<file path="config.mk">
export PLATFORM = sky130hd
export DESIGN_NAME = multi_port_queue
export DESIGN_NICKNAME = d
export VERILOG_FILES = /design/src/rtl/mpq_defs.sv /design/src/rtl/mpq_ring_add.sv /design/src/rtl/multi_port_queue.sv
export SDC_FILE = /design/constraint.sdc
export NUM_CORES = 1
export LEC_CHECK = 0
export ABC_AREA = 1
export CELL_PAD_IN_SITES_DETAIL_PLACEMENT = 1
export CELL_PAD_IN_SITES_GLOBAL_PLACEMENT = 1
export CORE_ASPECT_RATIO = 0.5
export CORE_MARGIN = 2
export CORE_UTILIZATION = 24
export CTS_CLUSTER_SIZE = 16
export DETAILED_ROUTE_END_ITERATION = 10
export PLACE_DENSITY = 0.55
export SETUP_SLACK_MARGIN = 0.3
export SKIP_LAST_GASP = 1
export SYNTH_ARGS = -nofsm -noshare
export SYNTH_HDL_FRONTEND = slang
export SYNTH_SLANG_ARGS = --single-unit
</file>
<file path="constraint.sdc">
create_clock -name clk -period 4.9 [get_ports clk]
set_input_delay 0.98 -clock clk [delete_from_list [all_inputs] [get_ports clk]]
set_output_delay 0.98 -clock clk [all_outputs]
set_load 0.05 [all_outputs]
</file>
<file path="src/rtl/mpq_defs.sv">
// mpq_defs: shared definitions for the multi-port queue slice.
//   LANE_CNT_W  width of the per-cycle push/pop lane count inputs.
//   MPQ_DEPTH   ring depth for a given index width (1 << aw). It is named
//               this way so it does not collide with the existing MAX_BUF.
`ifndef MPQ_DEFS_SV
`define MPQ_DEFS_SV

`define MPQ_DEPTH(aw) (1 << (aw))

package mpq_defs;
  localparam int LANE_CNT_W = 3;
endpackage

`endif

</file>
<file path="src/rtl/mpq_ring_add.sv">
// mpq_ring_add: combinational ring-pointer add, (ptr + step) mod DEPTH.
// The addition is done in ADDR_WIDTH bits, so wrap-around falls out of the
// truncation.
// Ports:
//   ptr_IN   base pointer (ADDR_WIDTH)
//   step_IN  distance to add (LANE_CNT_W)
//   sum_OUT  wrapped result (ADDR_WIDTH)
module mpq_ring_add
  import mpq_defs::*;
#(
  parameter int ADDR_WIDTH = 4
) (
  input  logic [ADDR_WIDTH-1:0] ptr_IN,
  input  logic [LANE_CNT_W-1:0] step_IN,
  output logic [ADDR_WIDTH-1:0] sum_OUT
);

  assign sum_OUT = ptr_IN + ADDR_WIDTH'(step_IN);

endmodule

</file>
<file path="src/rtl/multi_port_queue.sv">
// multi_port_queue: circular FIFO that takes up to PUSH_LANES entries and
// retires up to POP_LANES entries per cycle. It also provides occupancy
// outputs, an almost-full threshold, tail rollback for mispredict recovery,
// and a flush.
// Optional macro: MULTI_PORT_QUEUE_PROBE_EN adds a random-access probe
// read/write port.
// Ports:
//   clk, reset            clock (posedge) and asynchronous active-low reset
//   flush_IN              clear head/tail/count; buffer contents are kept
//   pushCount_IN/data_IN  push offer; lane i is data_IN[i*DW +: DW]
//   pushAck_OUT           whole offer accepted (combinational)
//   pushOverflow_OUT      debug: pushCount_IN > PUSH_LANES (treated as 0)
//   popCount_IN           requested pops; data_OUT/popValid_OUT read from head
//   rollback_IN/rollbackTail_IN  restore tail; count is recomputed from head
//   count_OUT, freeCount_OUT, emptyFlag_OUT, fullFlag_OUT, almostFull_OUT
//   curHead_OUT, curTail_OUT
//   probeIdx_IN, probeData_OUT, probePushReq_IN, probeData_IN (probe build only)
//
// Handshake: a push is offered when pushCount_IN != 0. pushAck_OUT is the
// same-cycle ready, and the transfer completes at the edge where both hold.
// The offer is all-or-none. Free space is judged before this cycle's pops.
// pushAck_OUT only reports eligibility: during a flush or rollback cycle
// nothing is written even when it is high. Pops are unconditional. Up to
// popCount_IN of the popValid_OUT lanes retire at the edge.
module multi_port_queue
  import mpq_defs::*;
#(
  parameter int DATA_WIDTH   = 8,
  parameter int ADDR_WIDTH   = 4,
  parameter int PUSH_LANES   = 2,
  parameter int POP_LANES    = 2,
  parameter int AFULL_THRESH = `MPQ_DEPTH(ADDR_WIDTH) - 2
) (
  input  logic                             clk,
  input  logic                             reset,
  input  logic                             flush_IN,
  input  logic [LANE_CNT_W-1:0]            pushCount_IN,
  input  logic [PUSH_LANES*DATA_WIDTH-1:0] data_IN,
  output logic                             pushAck_OUT,
  output logic                             pushOverflow_OUT,
  input  logic [LANE_CNT_W-1:0]            popCount_IN,
  output logic [POP_LANES*DATA_WIDTH-1:0]  data_OUT,
  output logic [POP_LANES-1:0]             popValid_OUT,
  input  logic                             rollback_IN,
  input  logic [ADDR_WIDTH-1:0]            rollbackTail_IN,
`ifdef MULTI_PORT_QUEUE_PROBE_EN
  input  logic [ADDR_WIDTH-1:0]            probeIdx_IN,
  output logic [DATA_WIDTH-1:0]            probeData_OUT,
  input  logic                             probePushReq_IN,
  input  logic [DATA_WIDTH-1:0]            probeData_IN,
`endif
  output logic [ADDR_WIDTH:0]              count_OUT,
  output logic [ADDR_WIDTH:0]              freeCount_OUT,
  output logic                             emptyFlag_OUT,
  output logic                             fullFlag_OUT,
  output logic                             almostFull_OUT,
  output logic [ADDR_WIDTH-1:0]            curHead_OUT,
  output logic [ADDR_WIDTH-1:0]            curTail_OUT
);

  localparam int DEPTH = `MPQ_DEPTH(ADDR_WIDTH);
  localparam int CNT_W = ADDR_WIDTH + 1;
  // Common width for comparing lane counts against occupancy counts.
  localparam int CMP_W = (CNT_W > LANE_CNT_W) ? CNT_W : LANE_CNT_W;

  logic [ADDR_WIDTH-1:0] head, tail, headNext, tailNext, rbSpan;
  logic [CNT_W-1:0]      count, freeCount;
  logic [DATA_WIDTH-1:0] buffer [DEPTH];
  logic [LANE_CNT_W-1:0] pushed, popReq, popped;
  logic                  doPush;
  logic [ADDR_WIDTH-1:0] wrIdx [PUSH_LANES];
  logic [ADDR_WIDTH-1:0] rdIdx [POP_LANES];

  assign freeCount        = CNT_W'(DEPTH) - count;
  assign pushOverflow_OUT = pushCount_IN > LANE_CNT_W'(PUSH_LANES);
  assign pushAck_OUT      = !pushOverflow_OUT && (pushCount_IN != '0) &&
                            (CMP_W'(pushCount_IN) <= CMP_W'(freeCount));
  assign doPush           = pushAck_OUT && !flush_IN && !rollback_IN;
  assign pushed           = doPush ? pushCount_IN : '0;

  // popped = min(popCount_IN, POP_LANES, count)
  assign popReq = (popCount_IN > LANE_CNT_W'(POP_LANES)) ? LANE_CNT_W'(POP_LANES) : popCount_IN;
  assign popped = (CMP_W'(popReq) <= CMP_W'(count)) ? popReq : LANE_CNT_W'(count);

  for (genvar i = 0; i < PUSH_LANES; i++) begin : g_wr
    mpq_ring_add #(.ADDR_WIDTH(ADDR_WIDTH)) u_wrAdd (
      .ptr_IN(tail), .step_IN(LANE_CNT_W'(i)), .sum_OUT(wrIdx[i])
    );
  end

  for (genvar i = 0; i < POP_LANES; i++) begin : g_rd
    mpq_ring_add #(.ADDR_WIDTH(ADDR_WIDTH)) u_rdAdd (
      .ptr_IN(head), .step_IN(LANE_CNT_W'(i)), .sum_OUT(rdIdx[i])
    );
    assign data_OUT[i*DATA_WIDTH +: DATA_WIDTH] = buffer[rdIdx[i]];
    assign popValid_OUT[i] = count > CNT_W'(i);
  end

  mpq_ring_add #(.ADDR_WIDTH(ADDR_WIDTH)) u_tailAdv (
    .ptr_IN(tail), .step_IN(pushed), .sum_OUT(tailNext)
  );
  mpq_ring_add #(.ADDR_WIDTH(ADDR_WIDTH)) u_headAdv (
    .ptr_IN(head), .step_IN(popped), .sum_OUT(headNext)
  );

  // A rollback to tail == head gives span 0 (empty). A full ring is never
  // reconstructed from a rollback.
  assign rbSpan = rollbackTail_IN - head;

  always_ff @(posedge clk or negedge reset) begin
    if (!reset) begin
      head  <= '0;
      tail  <= '0;
      count <= '0;
    end else if (flush_IN) begin
      head  <= '0;
      tail  <= '0;
      count <= '0;
    end else if (rollback_IN) begin
      tail  <= rollbackTail_IN;
      count <= {1'b0, rbSpan};
    end else begin
      head  <= headNext;
      tail  <= tailNext;
      count <= count + CNT_W'(pushed) - CNT_W'(popped);
    end
  end

  always_ff @(posedge clk or negedge reset) begin
    if (!reset) begin
      for (int i = 0; i < DEPTH; i++) buffer[i] <= '0;
    end else begin
      if (doPush) begin
        for (int i = 0; i < PUSH_LANES; i++) begin
          if (LANE_CNT_W'(i) < pushCount_IN)
            buffer[wrIdx[i]] <= data_IN[i*DATA_WIDTH +: DATA_WIDTH];
        end
      end
`ifdef MULTI_PORT_QUEUE_PROBE_EN
      // Placed after the lane writes so a probe to the same index wins.
      if (probePushReq_IN) buffer[probeIdx_IN] <= probeData_IN;
`endif
    end
  end

`ifdef MULTI_PORT_QUEUE_PROBE_EN
  assign probeData_OUT = buffer[probeIdx_IN];
`endif

  assign count_OUT      = count;
  assign freeCount_OUT  = freeCount;
  assign emptyFlag_OUT  = (count == '0);
  assign fullFlag_OUT   = (count == CNT_W'(DEPTH));
  assign almostFull_OUT = (count >= CNT_W'(AFULL_THRESH));
  assign curHead_OUT    = head;
  assign curTail_OUT    = tail;

endmodule

</file>
==> metrics.md <==
| Metric | Value |
|---|---|
| Sequential cell area in the final layout | `3530 um^2` |
| Global routing usage summed across all routing layers | `22.5%` |
| Startpoint of the tightest hold check path | `buffer[17]` |
| Total leakage power | `6.30 nW` |
| Clock slew seen by the registers of the worst setup and hold paths | `0.07 ns` |
| RD Place Congestion | `0.905` |
| DR WL/cell | `22.5 um` |
| Total Neg Setup Slack | `0 ns` |
| Sequential cell area fraction in the yosys report | `28.8%` |
| Synthesized instance count | `1907` |
| Pin count of the biggest net entering global routing | `168` |
| Number of iterations in the first detailed-routing pass | `5` |
| Cell-internal power | `4.49 mW` |
| Actual slew at the worst max-slew pin | `1.36 ns` |
| Count of state elements after synthesis | `141` |
| H-tree lvl count | `4` |
| Maxcap violations | `0` |
| Startpoint of the worst register-to-register path | `count_OUT[2]` |
| Leading cell type in the layout, fill and taps excluded | `sky130_fd_sc_hd__nand2_1` |
| Starting density of the core | `24.3%` |
| Vias | `13432` |
| Combined area of all synthesized cells | `12200 um^2` |
| Floorplan Core Area | `50300 um^2` |
| Area growth syn-to-layout | `15.6%` |
| Max VDD drop | `511 uV` |
| Switching share of power | `55.0%` |
| Power share of the combinational group | `63.6%` |
| I/O pin count | `71` |
| HPWL after DPL | `40000 um` |
| Wire length of the first global-routing pass | `88300 um` |
| Hold Path Sink | `buffer[17]` |
| Warning count from the yosys run | `0` |
| Tcrit/Tclk final | `88.1%` |
| Register share of total power | `22.0%` |
| Number of buffers created by CTS | `17` |
| Average cell area after synthesis | `6.42 um^2` |
| Pins Over Slew Limit | `0` |
| PortBufs | `70` |
| WHS | `0.482 ns` |
| Floorplan die area | `52900 um^2` |
| Most frequent cells in the layout | `sky130_fd_sc_hd__nand2_1 (660), sky130_fd_sc_hd__nand3_1 (236), sky130_fd_sc_hd__o21ai_0 (145)` |
| Residual DRC | `0` |
| Power after layout | `9.96 mW` |
| Global Route met3 Usage | `4.28%` |
| Cells taking the most area after synthesis | `sky130_fd_sc_hd__dfrtp_1 (29%), sky130_fd_sc_hd__nand2_1 (20%), sky130_fd_sc_hd__nand3_1 (9.7%)` |
| FILL cells | `6316` |
| Vertical die dimension | `164 um` |
| Post-CTS Repair Setup Buffers | `0` |
| Proportion of layout cells with a drive suffix above 1 | `7.77%` |
| Row Count | `58` |
| Via count normalized by instance count | `5.15` |
| Outcome | `finished clean` |
| Fraction of met1 tracks used by global routing | `34.1%` |
| Switching power of the nets | `5.48 mW` |
| Clk_lat worst skew | `0.46 ns` |
| Met2 routing resource usage after global routing | `32.4%` |
| Number of antenna violations at the first check in global routing | `0` |
| Number of hold-repair buffers added at the cts stage | `0` |
| Length in cells of the worst reg-to-reg path | `17` |
| Share of the synthesized area in the top cell type | `28.8%` |
| Fin Clk Skew | `0.00887 ns` |
| Diode count | `0` |
| Arrival time worst endpoint | `3.34 ns` |
| Most used flip-flop cell after synthesis | `sky130_fd_sc_hd__dfrtp_1` |
| Clock tree from TritonCTS | `built` |
| Leading area contributor after synthesis | `sky130_fd_sc_hd__dfrtp_1` |
| Count of nets after finishing | `1970` |
| R2r setup slk | `1.29 ns` |
| Clock share of power | `14.4%` |
| Worst-case headroom to the max-slew limit | `9.24%` |
| Multi-input gate area | `7520 um^2` |
| CP Capture Type | `output port` |
| Critical path peak fanout | `34` |
| Hold Path Stages | `2` |
| Upper clock frequency limit | `232 MHz` |
| Floorplan die width | `323 um` |
| Final hold viol count | `0` |
| Number of enable flip-flop cells after synthesis | `0` |
| Share of synthesized registers carrying an async set or reset | `100%` |
| Clock net sink count | `141` |
| Crit path required time | `3.92 ns` |
| Buffer depth of the longest clock path | `2` |
| Kind of critical path | `reg -> out` |
| Final setup violation count | `0` |
| Pwr/cell area | `705 nW/um^2` |
| GRT Max-Usage Layer | `met1` |
| Via count of the first global-routing pass | `13017` |
| Sum of routed wire length over all layers | `58700 um` |
| Total global routing overflow | `0` |
| Post-detailed-route count of antenna-violating nets | `0` |
| Setup repair after global routing missed its margin | `no` |
| Startpoint type of the worst setup path | `flip-flop` |
| Kind of path behind the tightest hold check | `reg -> reg` |
| DRT iter0 DRCs | `1489` |
| Min cycle time layout | `4.32 ns` |
| Critical R2R Capture | `count_OUT[4]` |
| Count of cell types in the netlist | `40` |
| Number of gates resized after CTS | `0` |
| Clock Tree Root | `sky130_fd_sc_hd__clkbuf_16` |
==> cell type report <==
type / instances / area share [%]
multi-input combinational: 1493 / 53.2
timing repair buffer: 100 / 7.28
inverter: 152 / 4.12
clock inverter: 13 / 1.17
sequential: 141 / 25.0
tap: 690 / 6.11
clock buffer: 19 / 3.13
==> cell families (layout without fill, tap and decap cells) <==
kind of cell	count (synthesis)	after routing	share of synthesized area (%)
compound gates	352	352	15.1
xor+xnor	9	9	0.767
fa+ha+maj	35	35	3.95
buf+inv	275	284	9.92
flops	141	141	28.8
other cells	1	3	0.0306
simple gates	1094	1094	41.4
==> critical path, cell delays in order (launching register included) <==
cell	delay (ns)
sky130_fd_sc_hd__dfrtp_1	0.34
sky130_fd_sc_hd__buf_4	0.41
sky130_fd_sc_hd__nand2_1	0.49
sky130_fd_sc_hd__inv_2	0.29
sky130_fd_sc_hd__nand2_1	0.12
sky130_fd_sc_hd__xor2_2	0.41
sky130_fd_sc_hd__inv_1	0.25
sky130_fd_sc_hd__nand3_1	0.22
sky130_fd_sc_hd__nand2_1	0.14
sky130_fd_sc_hd__buf_12	0.18
==> cell usage after synthesis (7+ instances only) <==
cell and instances:
sky130_fd_sc_hd__nand2_2 9, sky130_fd_sc_hd__dfrtp_1 141, sky130_fd_sc_hd__o21ai_1 69, sky130_fd_sc_hd__nor2_8 7, sky130_fd_sc_hd__a21oi_1 101, sky130_fd_sc_hd__inv_2 15
sky130_fd_sc_hd__inv_1 130, sky130_fd_sc_hd__ha_1 29, sky130_fd_sc_hd__buf_4 12, sky130_fd_sc_hd__buf_6 8, sky130_fd_sc_hd__o211ai_1 32, sky130_fd_sc_hd__buf_2 51
sky130_fd_sc_hd__nor2_4 14, sky130_fd_sc_hd__clkbuf_1 45, sky130_fd_sc_hd__nor3_1 15, sky130_fd_sc_hd__o21ai_0 145, sky130_fd_sc_hd__nand3_1 236, sky130_fd_sc_hd__nand2_1 661
sky130_fd_sc_hd__nor2_1 39, sky130_fd_sc_hd__nand4_1 92
==> worst max-delay path by stage <==
stage                   start      endpoint  slack (ns)
3_3_place_gp   popCount_IN[1]  count_OUT[4]        0.59
5_1_grt        curHead_OUT[1]  data_OUT[14]        0.52
2_1_floorplan    count_OUT[0]  count_OUT[4]        0.59
6_report       curHead_OUT[1]  data_OUT[11]        0.58
4_1_cts        curHead_OUT[1]  data_OUT[11]        0.67
3_5_place_dp   popCount_IN[1]  count_OUT[4]        0.48
==> layer usage <==
layer	part of all wire, %	vias to the layer above
li1	-	6373
met1	51	6599
met2	41	401
met3	6.7	59
met4	1.7	0
met5	0	-
==> metrics by stage <==
stage / cells / utilization, % / instance area [um^2] / setup slack (ns)
3_5_place_dp: 2576 / 26.9 / 13500 / 0.480
2_1_floorplan: 1909 / - / 12300 / 0.592
5_1_grt: 2608 / 28.1 / 14100 / 0.517
4_1_cts: 2608 / 28.1 / 14100 / 0.666
3_3_place_gp: 2576 / 26.9 / 13500 / 0.587
6_report: 2608 / 28.1 / 14100 / 0.585
==> power groups by stage <==
stage | clock, mW | combinational, mW | sequential (mW)
6_report | 1.44 | 6.33 | 2.19
5_1_grt | 1.51 | 6.91 | 2.26
4_1_cts | 1.47 | 6.30 | 2.19
3_5_place_dp | 0 | 6.26 | 2.20
3_3_place_gp | 0 | 6.21 | 2.20
2_1_floorplan | 0 | 3.99 | 2.05
==> registers in the layout (all words and copies together), names as in the netlist <==
signal and flops:
count_OUT 5, curHead_OUT 4, buffer 128, curTail_OUT 4
No activity file was read; power rests on OpenSTA's default activity.
